--- src/rtl/writeback_stage.sv ---
// Writeback stage: registers the register-file write for ALU, BL and load results,
// stalling upstream while a load waits for memory data, with a sticky timeout flag.
module writeback_stage #(
  parameter int TIMEOUT = 15
) (
  input  logic        clk,
  input  logic        reset,
  input  logic        ValidM,
  input  logic        RegWriteM,
  input  logic        LinkM,
  input  logic        MemtoRegM,
  input  logic        ByteM,
  input  logic [3:0]  WA3M,
  input  logic [31:0] ALUResultM,
  input  logic [31:0] ReadData,
  input  logic        DataReady,
  output logic [1:0]  RegWrite,
  output logic [3:0]  A3,
  output logic [31:0] WD3,
  output logic        BusyW,
  output logic        TimeoutErr
);

  localparam int CW = (TIMEOUT > 1) ? $clog2(TIMEOUT) : 1;
  localparam logic [CW-1:0] CNT_LAST = CW'(TIMEOUT - 1);

  localparam logic [1:0] RW_NONE = 2'b00;
  localparam logic [1:0] RW_LINK = 2'b10;
  localparam logic [1:0] RW_A3   = 2'b11;

  typedef enum logic {S_IDLE, S_WAIT} state_e;

  state_e       state_q, state_d;
  logic [CW-1:0] cnt_q, cnt_d;
  logic [1:0]   reg_write_q, reg_write_d;
  logic [3:0]   a3_q, a3_d;
  logic [31:0]  wd3_q, wd3_d;
  logic         timeout_err_q, timeout_err_d;

  // Load instruction held while waiting for memory
  logic         cap_reg_write_q, cap_reg_write_d;
  logic         cap_byte_q, cap_byte_d;
  logic [3:0]   cap_wa3_q, cap_wa3_d;
  logic [1:0]   cap_lane_q, cap_lane_d;

  function automatic logic [31:0] load_data(input logic is_byte, input logic [1:0] lane,
                                            input logic [31:0] rd);
    logic [31:0] shifted;
    shifted = rd >> {lane, 3'b000};
    return is_byte ? {24'h0, shifted[7:0]} : rd;
  endfunction

  always_comb begin
    // NOTE: every signal gets a default before the case so no path can infer a latch.
    state_d         = state_q;
    cnt_d           = cnt_q;
    reg_write_d     = RW_NONE;
    a3_d            = a3_q;
    wd3_d           = wd3_q;
    timeout_err_d   = timeout_err_q;
    cap_reg_write_d = cap_reg_write_q;
    cap_byte_d      = cap_byte_q;
    cap_wa3_d       = cap_wa3_q;
    cap_lane_d      = cap_lane_q;

    unique case (state_q)
      S_IDLE: begin
        if (ValidM) begin
          if (LinkM) begin
            reg_write_d = RW_LINK;
            a3_d        = 4'd14;
            wd3_d       = 32'h0;
          end else if (!MemtoRegM) begin
            reg_write_d = RegWriteM ? RW_A3 : RW_NONE;
            a3_d        = WA3M;
            wd3_d       = ALUResultM;
          end else if (DataReady) begin
            reg_write_d = RegWriteM ? RW_A3 : RW_NONE;
            a3_d        = WA3M;
            wd3_d       = load_data(ByteM, ALUResultM[1:0], ReadData);
          end else begin
            cap_reg_write_d = RegWriteM;
            cap_byte_d      = ByteM;
            cap_wa3_d       = WA3M;
            cap_lane_d      = ALUResultM[1:0];
            cnt_d           = '0;
            state_d         = S_WAIT;
          end
        end
      end
      S_WAIT: begin
        // Data arriving on the last permitted cycle beats the timeout.
        if (DataReady) begin
          reg_write_d = cap_reg_write_q ? RW_A3 : RW_NONE;
          a3_d        = cap_wa3_q;
          wd3_d       = load_data(cap_byte_q, cap_lane_q, ReadData);
          state_d     = S_IDLE;
        end else if (cnt_q == CNT_LAST) begin
          timeout_err_d = 1'b1;
          state_d       = S_IDLE;
        end else begin
          cnt_d = cnt_q + CW'(1);
        end
      end
      default: state_d = S_IDLE;
    endcase
  end

  // NOTE: sequential state uses non-blocking assignments so all flops update together.
  always_ff @(posedge clk) begin
    if (!reset) begin
      state_q       <= S_IDLE;
      cnt_q         <= '0;
      reg_write_q   <= RW_NONE;
      a3_q          <= 4'd0;
      wd3_q         <= 32'h0;
      timeout_err_q <= 1'b0;
    end else begin
      state_q       <= state_d;
      cnt_q         <= cnt_d;
      reg_write_q   <= reg_write_d;
      a3_q          <= a3_d;
      wd3_q         <= wd3_d;
      timeout_err_q <= timeout_err_d;
    end
  end

  // NOTE: capture registers need no reset; they are only read in S_WAIT, after being loaded.
  always_ff @(posedge clk) begin
    cap_reg_write_q <= cap_reg_write_d;
    cap_byte_q      <= cap_byte_d;
    cap_wa3_q       <= cap_wa3_d;
    cap_lane_q      <= cap_lane_d;
  end

  assign RegWrite   = reg_write_q;
  assign A3         = a3_q;
  assign WD3        = wd3_q;
  assign BusyW      = (state_q == S_WAIT);
  assign TimeoutErr = timeout_err_q;

endmodule

--- config.mk ---
export PLATFORM = sky130hd
export DESIGN_NAME = writeback_stage
export DESIGN_NICKNAME = d
export VERILOG_FILES = /design/src/rtl/writeback_stage.sv
export SDC_FILE = /design/constraint.sdc
export NUM_CORES = 1
export LEC_CHECK = 0
export ABC_CLOCK_PERIOD_IN_PS = 2300
export BUFFER_PORTS_ARGS = -buffer_cell sky130_fd_sc_hd__buf_2
export CAP_MARGIN = 20
export CORE_MARGIN = 2
export CORE_UTILIZATION = 45
export DETAILED_ROUTE_END_ITERATION = 10
export GPL_TIMING_DRIVEN = 0
export PLACE_DENSITY = 0.74
export REMOVE_ABC_BUFFERS = 1
export SYNTH_ARGS = -nofsm -noshare
export SYNTH_HDL_FRONTEND = slang
export SYNTH_SLANG_ARGS = --single-unit
--- constraint.sdc ---
create_clock -name clk -period 2.3 [get_ports clk]
set_clock_uncertainty 0.15 [all_clocks]
set_input_delay 0.115 -clock clk [delete_from_list [all_inputs] [get_ports clk]]
set_output_delay 0.115 -clock clk [all_outputs]
set_load 0.05 [all_outputs]
==> impl_metrics.json <==
{
  "outcome": "finished clean",
  "multi_input_area_um2": 1390,
  "synth-edff-count": 8,
  "grt_overflow": 0,
  "die_w_um": 81.6,
  "cts_tree": "yes",
  "worstMarginPinSlew_ps": 706,
  "cap_violations": 0,
  "drt_wl_total_mm": 9.08,
  "yosys.area.top_type": "dfxtp_1",
  "power_frac_clock_pct": 25.7,
  "synth_area_leaders": "dfxtp_1, edfxtp_1, a221oi_1",
  "firstDrtPassIters": 7,
  "syn_area_um2": 2710,
  "antenna_found_initial": 0,
  "seqCellArea_um2": 1120,
  "layout_common_cells": "buf_2, dlygate4sd3_1, dfxtp_1, o21ai_0, nor2_1",
  "synth-main-ff-cell": "dfxtp_1",
  "synth.distinct_cells": 49,
  "ir_worst_vdd_mv": 0.398,
  "crit_path_end_kind": "flop",
  "area_growth_pct": 47.9,
  "period_share_pct": 94.1,
  "relSlewSlack_pct": 52.6,
  "core-area_um2": 5890,
  "cts_buffers": 5,
  "yosysWarningCount": 0,
  "boundaryPins": 116,
  "hold_slack_ps": 13.1,
  "cp.required_ps": 2360,
  "clk_latency_ps": 310,
  "setup_ws_ps": 136,
  "grt_pass1_wl_mm": 13.9,
  "grt_max_degree": 45,
  "hp-class": "primary input to flop",
  "p_sw_share_pct": 33.3,
  "dp_cells": 484,
  "tns_ps": 0,
  "avgViaCountPerCell": 5.70,
  "fin_crit_ps": 2160,
  "powerDensity_nw_per_um2": 562,
  "async_reset_ff_share_pct": 0,
  "place_congestion": 0.819,
  "utilization_pct": 68.1,
  "crit_fanout": 17,
  "port_buffers": 115,
  "path_clk_slew_ps": 100,
  "diodes": 0,
  "final_cell_count_no_fill": 552,
  "layout_commonest_cell": "buf_2",
  "finalHoldViolCount": 0,
  "setup_viol_count_final": 0,
  "avgSynthCellArea_um2": 8.58,
  "antenna_left": 0,
  "die-height_um": 81.6,
  "rows": 28,
  "p_leak_nw": 1.77,
  "critPathLaunchType": "flop",
  "die_area_um2": 6660,
  "synth_seq_cells": 52,
  "yosysSeqAreaShare_pct": 41.3,
  "stdcell_area_um2": 4010,
  "grt_pass1_vias": 3039,
  "r2r_slack_ps": 140,
  "synthCells": 316,
  "drt_first_iter_violations": 258,
  "drive_above_1_share_pct": 30.8,
  "vias": 3146,
  "p_sw_mw": 0.752,
  "h-tree-depth": 2,
  "intPower_mw": 1.50,
  "power.total_mw": 2.26,
  "combPwrFrac_pct": 29.4,
  "final_nets": 554,
  "start_util_pct": 46.1,
  "dpl_cell_area_um2": 3290,
  "critPathArrivalTime_ps": 2220,
  "finalMaxSlewViolations": 0,
  "routedWlPerCell_um": 16.4,
  "cts.sinks": 52,
  "fill_cells": 466,
  "grtUsageTotal_pct": 27.0,
  "root_buffer": "clkbuf_8",
  "synth_top_area_share_pct": 32.5,
  "place_ws_ps": -253,
  "grt_setup_unrepaired": "no",
  "hpwl_mm": 5.42,
  "critical_path_class": "flop to flop",
  "clockBufferDepth": 2,
  "pwr-share-seq_pct": 44.9,
  "max_freq_mhz": 462,
  "drcViolationCount": 0
}
-- timing repair --
action / in CTS / in global routing
hold buffers: 60 / 0
gates resized for setup: 3 / 1
setup buffers: 0 / 0
endpoints found under the setup margin: 25 / 1
endpoints found under the hold margin: 36 / 0
-- worst paths after layout --
kind                      start     endpoint  depth (start not counted)
hold reg to reg           A3[2]        A3[2]                          2
setup reg to reg  cap_lane_q[0]       WD3[1]                          5
hold / removal           ValidM  RegWrite[0]                          3
setup / recovery  cap_lane_q[0]       WD3[1]                          5
-- worst max-delay path, stage by stage (launching register included) --
cell      delay [ps]
edfxtp_1         760
o21a_2           450
o221ai_1         180
a31oi_1          170
o21ai_0          110
o221a_2          240
-- flip-flops by register name, indices dropped and copies added (netlist names) --
register and cells:
cnt_q 4, cap_byte_q 1, cap_reg_write_q 1, TimeoutErr 1
RegWrite 2, A3 4, cap_wa3_q 4, BusyW 1
WD3 32, cap_lane_q 2
-- power groups by stage --
stage	clock network [mW]	logic [mW]	registers, mW
final	0.580	0.664	1.01
after global routing	0.620	0.712	1.02
after CTS	0.583	0.653	1.01
after detailed placement	0	0.571	1.03
after global placement	0	0.554	1.03
after floorplan	0	0.175	1.21
-- synthesized netlist by cell type (all sizes together), types with 3 or more instances --
cell type / instances
a221oi: 26
inv: 20
nor2: 39
a21boi: 6
mux2: 6
nand3: 11
a21oi: 7
o21a: 3
clkbuf: 6
o22ai: 14
a31oi: 7
o221ai: 9
buf: 19
edfxtp: 8
nand2: 20
o21ai: 39
nor3: 7
dfxtp: 44
-- per-layer routing --
| layer | GRT usage, % | vias to the layer above | wire length [µm] |
|---|---|---|---|
| li1 | - | 1500 | - |
| met1 | 32.2 | 1450 | 3720 |
| met2 | 49.3 | 179 | 4590 |
| met3 | 4.62 | 17 | 648 |
| met4 | 8.33 | 0 | 124 |
| met5 | 0 | - | 0 |
-- layout make-up --
class,count,share of cell area [%]
multi-input cells,219,34.7
repair buffers,178,30.6
flip-flops and latches,52,28.0
clock buffers,8,2.50
well taps,75,2.34
inverters,20,1.87
-- cell families (layout without fill, tap and decap cells) --
group / count (synthesis) / count (layout) / share of synthesized area [%]
adders and majority gates: 2 / 2 / 0.923
buffers and inverters: 45 / 206 / 7.89
and+or+nand+nor: 86 / 86 / 14.6
AOI/OAI and AO/OA: 120 / 120 / 31.1
DFF: 52 / 52 / 41.3
muxes: 8 / 8 / 3.23
xor gates and xnor gates: 3 / 3 / 0.969
No activity file was read; power rests on OpenSTA's default activity.
